$ cat config.mk
export PLATFORM = sky130hd
export DESIGN_NAME = spi_slave_cfg_flat
export DESIGN_NICKNAME = d
export VERILOG_FILES = /design/src/rtl/spi_slave_cfg_if.sv /design/src/rtl/spi_slave_cfg.sv /design/src/flat_wrapper.sv
export SDC_FILE = /design/constraint.sdc
export NUM_CORES = 1
export LEC_CHECK = 0
export BUFFER_PORTS_ARGS = -buffer_cell sky130_fd_sc_hd__buf_4
export CAP_MARGIN = 40
export CORE_ASPECT_RATIO = 1.5
export CORE_MARGIN = 3
export CORE_UTILIZATION = 30
export DETAILED_ROUTE_END_ITERATION = 10
export GPL_ROUTABILITY_DRIVEN = 0
export SLEW_MARGIN = 10
export SYNTH_ARGS = -nofsm -noshare
export SYNTH_HDL_FRONTEND = slang
export SYNTH_SLANG_ARGS = --single-unit
export TNS_END_PERCENT = 100
$ cat constraint.sdc
create_clock -name clk -period 1.7 [get_ports clk]
set_input_delay 0.17 -clock clk [delete_from_list [all_inputs] [get_ports clk]]
set_output_delay 0.17 -clock clk [all_outputs]
set_load 0.01 [all_outputs]
$ cat src/rtl/spi_slave_cfg_if.sv
// Bus bundle for spi_slave_cfg: SPI pins plus the tx holding-register and rx-word handshakes.
// tx_underrun exists only when SPI_SLAVE_TX_UNDERRUN_EN is defined.
interface spi_slave_cfg_if #(
    parameter int unsigned DATA_WIDTH = 8
) ();
    logic                  SCLK;
    logic                  MOSI;
    logic                  SS_n;
    logic                  MISO;
    logic [DATA_WIDTH-1:0] tx_data;
    logic                  tx_valid;
    logic                  tx_ready;
    logic [DATA_WIDTH-1:0] rx_data;
    logic                  rx_valid;
    logic                  busy;
`ifdef SPI_SLAVE_TX_UNDERRUN_EN
    logic                  tx_underrun;
`endif

    modport slave (
        input  SCLK, MOSI, SS_n, tx_data, tx_valid,
`ifdef SPI_SLAVE_TX_UNDERRUN_EN
        output tx_underrun,
`endif
        output MISO, tx_ready, rx_data, rx_valid, busy
    );

    modport master (
        output SCLK, MOSI, SS_n, tx_data, tx_valid,
`ifdef SPI_SLAVE_TX_UNDERRUN_EN
        input  tx_underrun,
`endif
        input  MISO, tx_ready, rx_data, rx_valid, busy
    );
endinterface

$ cat src/rtl/spi_slave_cfg.sv
// SPI slave with configurable width and mode; pins are synchronised and edge-detected in clk.
// Define SPI_SLAVE_TX_UNDERRUN_EN to add the tx_underrun pulse on loads from an empty holding reg.
module spi_slave_cfg #(
    parameter int unsigned DATA_WIDTH  = 8,
    parameter bit          CPOL        = 1'b0,
    parameter bit          CPHA        = 1'b0,
    parameter int unsigned SYNC_STAGES = 2
) (
    input logic            clk,
    input logic            rst,
    spi_slave_cfg_if.slave bus
);
    localparam int unsigned     CntW    = $clog2(DATA_WIDTH);
    localparam logic [CntW-1:0] LastBit = CntW'(DATA_WIDTH - 1);

    typedef enum logic {StIdle, StActive} state_e;
    state_e state_q, state_d;

    logic [SYNC_STAGES-1:0] sclk_sync_q, mosi_sync_q, ss_sync_q;
    logic                   sclk_prev_q, ss_prev_q, post_rst_q, ss_armed_q;
    logic                   sclk_s, mosi_s, ss_s;
    logic                   lead_edge, trail_edge, drive_edge, sample_edge, ss_fall, ss_rise;
    logic                   pend_q, pend_d;
    logic                   do_load, do_shift, do_sample, do_abort, word_end, tx_accept;
    logic [CntW-1:0]        bit_cnt_q;
    logic [DATA_WIDTH-1:0]  tx_shift_q, rx_shift_q, rx_data_q, hold_q;
    logic                   hold_full_q, done_q, rx_valid_q;

    assign sclk_s = sclk_sync_q[SYNC_STAGES-1];
    assign mosi_s = mosi_sync_q[SYNC_STAGES-1];
    assign ss_s   = ss_sync_q[SYNC_STAGES-1];

    assign lead_edge   = (sclk_s != CPOL) && (sclk_prev_q == CPOL);
    assign trail_edge  = (sclk_s == CPOL) && (sclk_prev_q != CPOL);
    assign drive_edge  = CPHA ? lead_edge : trail_edge;
    assign sample_edge = CPHA ? trail_edge : lead_edge;
    assign ss_fall     = ss_prev_q && !ss_s;
    assign ss_rise     = !ss_prev_q && ss_s;

    // A select held low through rst must not start a transfer: arm only after a real high is seen.
    always_ff @(posedge clk) begin
        if (rst) begin
            sclk_sync_q <= {SYNC_STAGES{CPOL}};
            mosi_sync_q <= '0;
            ss_sync_q   <= '1;
            sclk_prev_q <= CPOL;
            ss_prev_q   <= 1'b1;
            post_rst_q  <= 1'b0;
            ss_armed_q  <= 1'b0;
        end else begin
            sclk_sync_q <= {sclk_sync_q[SYNC_STAGES-2:0], bus.SCLK};
            mosi_sync_q <= {mosi_sync_q[SYNC_STAGES-2:0], bus.MOSI};
            ss_sync_q   <= {ss_sync_q[SYNC_STAGES-2:0], bus.SS_n};
            sclk_prev_q <= sclk_s;
            ss_prev_q   <= ss_s;
            post_rst_q  <= 1'b1;
            if (post_rst_q && ss_sync_q[0]) begin
                ss_armed_q <= 1'b1;
            end
        end
    end

    // pend_q: CPHA=0 means "next drive edge loads"; CPHA=1 means "next drive edge holds the MSB".
    always_comb begin
        state_d   = state_q;
        pend_d    = pend_q;
        do_load   = 1'b0;
        do_shift  = 1'b0;
        do_sample = 1'b0;
        do_abort  = 1'b0;
        unique case (state_q)
            StIdle: begin
                if (ss_fall && ss_armed_q) begin
                    state_d = StActive;
                    do_load = 1'b1;
                    pend_d  = CPHA;
                end
            end
            StActive: begin
                if (ss_rise) begin
                    state_d  = StIdle;
                    do_abort = 1'b1;
                    pend_d   = 1'b0;
                end else if (drive_edge) begin
                    pend_d = 1'b0;
                    if (!pend_q) begin
                        do_shift = 1'b1;
                    end else if (!CPHA) begin
                        do_load = 1'b1;
                    end
                end else if (sample_edge) begin
                    do_sample = 1'b1;
                    if (bit_cnt_q == LastBit) begin
                        pend_d  = 1'b1;
                        do_load = CPHA;
                    end
                end
            end
            default: state_d = StIdle;
        endcase
    end

    assign word_end  = do_sample && (bit_cnt_q == LastBit);
    assign tx_accept = bus.tx_valid && !hold_full_q;

    always_ff @(posedge clk) begin
        if (rst) begin
            state_q     <= StIdle;
            pend_q      <= 1'b0;
            bit_cnt_q   <= '0;
            tx_shift_q  <= '0;
            rx_shift_q  <= '0;
            rx_data_q   <= '0;
            hold_q      <= '0;
            hold_full_q <= 1'b0;
            done_q      <= 1'b0;
            rx_valid_q  <= 1'b0;
        end else begin
            state_q <= state_d;
            pend_q  <= pend_d;
            if (do_abort) begin
                tx_shift_q <= '0;
                bit_cnt_q  <= '0;
            end else if (do_load) begin
                tx_shift_q <= hold_full_q ? hold_q : '0;
            end else if (do_shift) begin
                tx_shift_q <= {tx_shift_q[DATA_WIDTH-2:0], 1'b0};
            end
            if (do_sample) begin
                rx_shift_q <= {rx_shift_q[DATA_WIDTH-2:0], mosi_s};
                bit_cnt_q  <= word_end ? '0 : bit_cnt_q + CntW'(1);
            end
            done_q     <= word_end;
            rx_valid_q <= done_q;
            if (done_q) begin
                rx_data_q <= rx_shift_q;
            end
            // Accept wins over a same-cycle load: the load already took the pre-accept contents.
            if (tx_accept) begin
                hold_q      <= bus.tx_data;
                hold_full_q <= 1'b1;
            end else if (do_load) begin
                hold_full_q <= 1'b0;
            end
        end
    end

`ifdef SPI_SLAVE_TX_UNDERRUN_EN
    logic underrun_q;
    always_ff @(posedge clk) begin
        if (rst) begin
            underrun_q <= 1'b0;
        end else begin
            underrun_q <= do_load && !hold_full_q;
        end
    end
    assign bus.tx_underrun = underrun_q;
`endif

    assign bus.MISO     = tx_shift_q[DATA_WIDTH-1];
    assign bus.tx_ready = !hold_full_q;
    assign bus.rx_data  = rx_data_q;
    assign bus.rx_valid = rx_valid_q;
    assign bus.busy     = !ss_s;
endmodule

$ cat src/flat_wrapper.sv
// flat-port wrapper written by rule: the top's interface ports become plain ports
module spi_slave_cfg_flat 
#(
    parameter int unsigned DATA_WIDTH  = 8,
    parameter bit          CPOL        = 1'b0,
    parameter bit          CPHA        = 1'b0,
    parameter int unsigned SYNC_STAGES = 2
)
  (clk, rst, bus_SCLK, bus_MOSI, bus_SS_n, bus_tx_data, bus_tx_valid, bus_MISO, bus_tx_ready, bus_rx_data, bus_rx_valid, bus_busy);
  spi_slave_cfg_if #(.DATA_WIDTH(DATA_WIDTH)) bus_i ();
  input logic clk;
  input logic rst;
  input wire logic [$bits(bus_i.SCLK)-1:0] bus_SCLK;
  input wire logic [$bits(bus_i.MOSI)-1:0] bus_MOSI;
  input wire logic [$bits(bus_i.SS_n)-1:0] bus_SS_n;
  input wire logic [$bits(bus_i.tx_data)-1:0] bus_tx_data;
  input wire logic [$bits(bus_i.tx_valid)-1:0] bus_tx_valid;
  output wire logic [$bits(bus_i.MISO)-1:0] bus_MISO;
  output wire logic [$bits(bus_i.tx_ready)-1:0] bus_tx_ready;
  output wire logic [$bits(bus_i.rx_data)-1:0] bus_rx_data;
  output wire logic [$bits(bus_i.rx_valid)-1:0] bus_rx_valid;
  output wire logic [$bits(bus_i.busy)-1:0] bus_busy;
  assign bus_i.SCLK = bus_SCLK;
  assign bus_i.MOSI = bus_MOSI;
  assign bus_i.SS_n = bus_SS_n;
  assign bus_i.tx_data = bus_tx_data;
  assign bus_i.tx_valid = bus_tx_valid;
  assign bus_MISO = bus_i.MISO;
  assign bus_tx_ready = bus_i.tx_ready;
  assign bus_rx_data = bus_i.rx_data;
  assign bus_rx_valid = bus_i.rx_valid;
  assign bus_busy = bus_i.busy;
  spi_slave_cfg #(.DATA_WIDTH(DATA_WIDTH), .CPOL(CPOL), .CPHA(CPHA), .SYNC_STAGES(SYNC_STAGES)) u_core (.clk(clk), .rst(rst), .bus(bus_i));
endmodule
==> flow_summary.json, run 1 <==
{
  "fin_skew_ns": 0.00688,
  "max_slew_margin_pct": 59.7,
  "rr_startpoint": "u_core.state_q$_SDFF_PP0_",
  "fmax_mhz": 704,
  "status": "completed",
  "crit_start": "u_core.state_q$_SDFF_PP0_",
  "routedWlPerCell_um": 12.3,
  "cts_sinks": 50,
  "avgSynthCellArea_sq_um": 9.57,
  "cts.path.max_buffers": 2,
  "via_count": 1352,
  "synth_fp_nets": 207,
  "routed_via_density": 4.71,
  "fp.dieW_um": 69.7,
  "grt_overflow_total": 0,
  "routed_wl_um": 3520,
  "crit_path_start_kind": "flip-flop",
  "place.detailed.hpwl_um": 2450,
  "nets": 230,
  "ys_types": 30,
  "cts_resized": 0,
  "crit_path_end_kind": "flip-flop",
  "area_delta_synth_final_pct": 21.0,
  "worst-path-max-fanout": 9,
  "antenna_found_initial": 0,
  "ys_ff_latch": 50,
  "io_buffers": 25,
  "cts_setup_buffers": 0,
  "synth_area_leaders": "dfxtp_1, mux2i_1, nand2_1, a21oi_1, o221a_1",
  "post-route-period-util_pct": 83.6,
  "drtIter0Drc": 96,
  "post-synth-top-count-cell": "dfxtp_1",
  "worst-setup-path-type": "flip-flop to flip-flop",
  "cts_root_buf": "clkbuf_8",
  "hold_violations": 0,
  "finalSetupViolations": 0,
  "dieHeight_um": 102,
  "synth_top_cell_by_area": "dfxtp_1",
  "required_ns": 1.90,
  "min-delay-start": "bus_SS_n",
  "rsz0062_at_grt": "no",
  "dieArea_sq_um": 7090,
  "rows": 34,
  "antenna_cells": 0,
  "worst_pin_slew_ns": 0.601,
  "yosys_most_used_dff": "dfxtp_1",
  "drive_gt1_share_pct": 17.2,
  "yosys_warnings": 0,
  "synthCells": 191,
  "io-pin-count": 26,
  "maxSlewViolCount": 0,
  "async_reset_ff_share_pct": 0,
  "ir_drop_mv": 0.500,
  "powerDensity_nw_per_um2": 1060,
  "holdBufCountCts": 0,
  "worstPathArrival_ns": 1.62,
  "fp.coreArea_sq_um": 5870,
  "synth_edf_count": 0,
  "cts_max_level": 2,
  "hold_class": "input port to flip-flop",
  "clock_latency_ns": 0.30,
  "cts_buffers": 5,
  "ys_seq_area_share_pct": 54.8,
  "drc": 0,
  "cts_tree": "built",
  "max_cap_violations": 0,
  "first_pass_iters": 4,
  "synth_area_sq_um": 1830,
  "grt_pass1_vias": 1378,
  "grt_util_all_layers_pct": 10.9,
  "synth_top_area_share_pct": 54.8,
  "synth_common_cells": "dfxtp_1, nand2_1, a21oi_1, nor2_1, mux2i_1",
  "period_needed_ns": 1.42,
  "ant_nets": 0,
  "p_leak_nw": 0.924,
  "tns_ns": 0,
  "grt_start_max_net_pins": 40,
  "grt_pass1_wl_um": 6270,
  "timing.hold.ws_ns": 0.0572,
  "start_util_pct": 31.1,
  "clk_pin_slew_ns": 0.09
}
## power by group
group	switching, mW	internal [mW]
sequential	0.0236	1.20
clock	0.371	0.627
combinational	0.0641	0.0558
## critical path: stages, from the launching register on
cell	delay, ns
dfxtp_1	0.39
nor4bb_1	0.37
a41o_1	0.33
a21oi_1	0.12
o221a_1	0.13
## registers in the layout (all words and copies together), names as in the netlist
| signal | cells |
|---|---|
| u_core.sclk_prev_q | 1 |
| u_core.hold_q | 8 |
| u_core.bit_cnt_q | 3 |
| u_core.rx_shift_q | 8 |
| u_core.mosi_sync_q | 2 |
| u_core.ss_prev_q | 1 |
| u_core.bus.rx_valid | 1 |
| u_core.pend_q | 1 |
| u_core.post_rst_q | 1 |
| u_core.bus.rx_data | 8 |
| u_core.state_q | 1 |
| u_core.hold_full_q | 1 |
| u_core.done_q | 1 |
| u_core.sclk_sync_q | 2 |
| u_core.ss_sync_q | 2 |
| u_core.ss_armed_q | 1 |
| u_core.tx_shift_q | 8 |
## cell type report
type                            count  area [sq um]
Fill cell                         603          3660
Sequential cell                    50          1000
Multi-Input combinational cell    127           764
Timing Repair Buffer               27           203
Tap cell                           72          90.1
Clock buffer                        6          82.6
Clock inverter                      2          60.1
Inverter                            3          11.3
## cell families after synthesis
logic type,after synthesis,synth area share [%]
compound gates,32,11.7
flops,50,54.8
simple gates,77,20.0
buf+inv,14,3.42
mux,16,8.76
fa+ha+maj,2,1.37
## stage by stage
step	instances	cell area [sq um]	power, mW	util (%)	setup WS [ns]
floorplan	191	1830	1.32	-	0.460
global placement	279	2070	1.37	35.3	0.334
detailed placement	279	2070	1.38	35.3	0.298
CTS	287	2210	2.38	37.7	0.284
global route	287	2210	2.45	37.7	0.144
finish	287	2210	2.34	37.7	0.279
## placed cells by master, fill, tap and decap left out
cell       instances
and2_1             2
and2b_1            1
clkbuf_8           6
o21ai_1            2
o221a_1            7
nor4bb_1           1
nand2_1           30
nor2b_1            8
buf_4             27
bufinv_16          2
or3b_1             1
o21a_1             1
a41o_1             1
a31oi_1            1
a21oi_1           19
ha_1               2
mux2i_1           16
or2_2              2
nor3_1             2
o22ai_1            1
nor2_1            17
nand3_1            5
inv_1              3
nand4_1            2
nand3b_1           2
or2_0              1
or3_1              1
dfxtp_1           50
nand2b_1           2
## path summary, 6_finish.rpt
kind	slack, ns	depth (start not counted)	endpoint
setup / recovery	0.28	4	u_core.tx_shift_q[1]$_SDFFE_PP0P_
hold reg to reg	0.44	1	u_core.sclk_sync_q[1]$_SDFF_PP0_
hold / removal	0.06	2	u_core.ss_sync_q[0]$_SDFF_PP1_
setup reg to reg	0.28	4	u_core.tx_shift_q[1]$_SDFFE_PP0P_
## routing by layer
metal	vias up	track usage (%)	share of wire, %
li1	696	-	-
met1	623	12.5	44
met2	26	19.0	49
met5	-	0	0
met3	7	2.48	4.0
met4	0	6.05	2.6
No activity file was read; power rests on OpenSTA's default activity.
==> run 2, diff against run 1 <==
Settings changed: ABC_AREA set to 1.
Clock period 1.7 ns to 1.4 ns, I/O delays scaled along.
==> run 2 against run 1 <==
Via count grew 18%. Sequential share of layout area fell by 1.7 points. Non-clock buffer count is 2 higher. Combinational power is 36% higher. Die area rose by 6.5%. Count of clock-buffer cells in the layout is 1 higher. Clock power down 13%. Clock skew down 0.0031 ns. Design area is 4.1% higher. Global-route usage up 0.063 points. Worst hold slack got worse by 0.043 ns. Wire length up 12%.
==> flow_summary.json, run 2 <==
{
  "status": "completed",
  "fin_skew_ns": 0.00382,
  "critPathBufInv": 1,
  "internal-power_mw": 1.93,
  "yosys_warnings": 0,
  "synth_common_cells": "nor2_1, dfxtp_1, o21ai_0, nand2_1, nand3_1",
  "fp.coreArea_sq_um": 6220,
  "antenna_cells": 0,
  "powerDensity_nw_per_um2": 1100,
  "grt_overflow_total": 0,
  "fp.dieW_um": 71.9,
  "synthXorXnorAreaFrac_pct": 0,
  "grt_pass1_vias": 1441,
  "max_cap_violations": 0,
  "crit_top_cell": "nor2_1",
  "first_pass_iters": 4,
  "synth_fp_nets": 266,
  "yosys_most_used_dff": "dfxtp_1",
  "cts_max_level": 2,
  "area_delta_synth_final_pct": 17.7,
  "max_slew_margin_pct": 82.6,
  "synth_top_family_by_area": "simple AND/OR/NAND/NOR gates",
  "grt_util_all_layers_pct": 11.0,
  "synth_compound_area_share_pct": 11.0,
  "critPathMaxStageDelay_ns": 0.44,
  "fmax_mhz": 799,
  "via_count": 1595,
  "ys_seq_area_share_pct": 51.2,
  "worst-path-max-fanout": 8,
  "synthCells": 250,
  "nets": 294,
  "dieArea_sq_um": 7540,
  "post-synth-top-count-cell": "nor2_1",
  "synthAdderAreaFrac_pct": 1.28,
  "hold_depth": 2,
  "reg2reg_depth": 7,
  "holdBufCountCts": 0,
  "synth_area_leaders": "dfxtp_1, nor2_1, o21ai_0, nand2_1, nand3_1",
  "postLayoutSetupSlackWorst_ns": 0.148,
  "clockPowerShare_pct": 34.5,
  "power.share.sequential_pct": 59.1,
  "clk_pin_slew_ns": 0.09,
  "drc": 0,
  "synthMuxAreaShare_pct": 0,
  "avgSynthCellArea_sq_um": 7.82,
  "rr_startpoint": "u_core.state_q$_SDFF_PP0_",
  "place_ws_ns": 0.143,
  "most-common-layout-cells": "nor2_1, dfxtp_1, buf_4",
  "ir_drop_mv": 0.843,
  "p_sw_uw": 589,
  "path_cells": "inv_2, a21oi_2, nand2_2, nand3_1, nand2_1, nor2_1, nor2_1",
  "grt_start_max_net_pins": 26,
  "tns_ns": 0,
  "start_util_pct": 31.4,
  "crit_path_start_kind": "flip-flop",
  "rows": 35,
  "maxSlewViolCount": 0,
  "place.detailed.hpwl_um": 2870,
  "cts_resized": 0,
  "dieHeight_um": 105,
  "cts.path.max_buffers": 2,
  "antenna_found_initial": 0,
  "drive_gt1_share_pct": 21.1,
  "ys_types": 26,
  "mostFrequentLayoutCell": "nor2_1",
  "synth_top_cell_by_area": "dfxtp_1",
  "synth_top_area_share_pct": 51.2,
  "async_reset_ff_share_pct": 0,
  "cts_root_buf": "clkbuf_8",
  "post-route-period-util_pct": 89.4,
  "crit_family": "flip-flops",
  "crit_path_end_kind": "flip-flop",
  "cts_buffers": 5,
  "hold_class": "input port to flip-flop",
  "slowest_stage": "dfxtp_1",
  "synth_edf_count": 0,
  "r2r_slack_ns": 0.15,
  "routedWlPerCell_um": 11.2,
  "ant_nets": 0,
  "comb_power_share_pct": 6.5,
  "period_needed_ns": 1.25,
  "rsz0062_at_grt": "no",
  "required_ns": 1.61,
  "drtIter0Drc": 45,
  "routed_via_density": 4.52,
  "routed_wl_um": 3940,
  "worst-setup-path-type": "flip-flop to flip-flop",
  "min-delay-start": "bus_SS_n",
  "worstPathArrival_ns": 1.46,
  "worst_pin_slew_ns": 0.260,
  "cp.depth": 7,
  "synth-simple-area-share_pct": 30.2,
  "p_leak_nw": 1.03,
  "rr_endpoint": "u_core.tx_shift_q[6]$_SDFFE_PP0P_",
  "ys_ff_latch": 50,
  "hold_violations": 0,
  "grt_pass1_wl_um": 6620,
  "cts_sinks": 50,
  "nFillCells": 684,
  "cts_tree": "built",
  "io_buffers": 25,
  "clock_latency_ns": 0.30,
  "hold_path_end": "u_core.ss_sync_q[0]$_SDFF_PP1_",
  "finalSetupViolations": 0,
  "io-pin-count": 26,
  "switching_share_pct": 23.3,
  "cts_setup_buffers": 0,
  "synth_area_sq_um": 1960
}
run 2: power by group through the flow:
| stage | registers [mW] | clock network [mW] | logic (mW) |
|---|---|---|---|
| after floorplan | 1.52 | 0 | 0.107 |
| after global placement | 1.52 | 0 | 0.165 |
| after detailed placement | 1.52 | 0 | 0.166 |
| after CTS | 1.49 | 0.899 | 0.167 |
| after global routing | 1.50 | 0.941 | 0.187 |
| final | 1.49 | 0.870 | 0.163 |
run 2: stage by stage:
stage                     util, %  std cells  total power [mW]  area, sq um  hold WS (ns)
after floorplan                 -        250              1.62         1960         0.202
after global placement       35.5        345              1.69         2210         0.328
after detailed placement     35.5        345              1.69         2210         0.329
after CTS                    37.0        353              2.56         2300       0.00810
after global routing         37.0        353              2.62         2300        0.0170
final                        37.0        353              2.52         2300        0.0141
run 2: worst max path at each step:
stage                                         startpoint                                end  slack (ns)
after floorplan           u_core.ss_sync_q[1]$_SDFF_PP1_  u_core.tx_shift_q[1]$_SDFFE_PP0P_        0.26
after global placement       u_core.ss_prev_q$_SDFF_PP1_  u_core.rx_shift_q[6]$_SDFFE_PP0P_        0.13
after detailed placement       u_core.state_q$_SDFF_PP0_  u_core.tx_shift_q[6]$_SDFFE_PP0P_        0.14
after CTS                    u_core.ss_prev_q$_SDFF_PP1_   u_core.bit_cnt_q[0]$_SDFFE_PP0P_        0.13
after global routing           u_core.state_q$_SDFF_PP0_  u_core.tx_shift_q[5]$_SDFFE_PP0P_        0.03
final                          u_core.state_q$_SDFF_PP0_  u_core.tx_shift_q[6]$_SDFFE_PP0P_        0.15
run 2: kinds of logic (layout without fill, tap and decap cells):
logic type,count (synthesis),after routing
and+or+nand+nor,131,131
buffers and inverters,26,55
AOI/OAI and AO/OA,41,41
DFF,50,50
adders and majority gates,2,2
run 2: final cells by class:
class                      instances  area, sq um  share of cell area, %
tap                               74         92.6                   4.02
multi-input combinational        174          831                   36.1
sequential                        50         1000                   43.5
inverter                          18         67.6                   2.93
clock inverter                     1         5.00                  0.217
clock buffer                       7         86.3                   3.75
timing repair buffer              29          218                   9.46
run 2: per-layer routing:
layer | wire length, um | up-vias | share of wire (%) | global-route usage (%)
met5 | 0 | - | 0 | 0
met2 | 1980 | 28 | 50 | 19.0
met4 | 92 | 0 | 2.3 | 5.24
met1 | 1730 | 711 | 44 | 12.8
li1 | - | 850 | - | -
met3 | 128 | 6 | 3.3 | 2.02
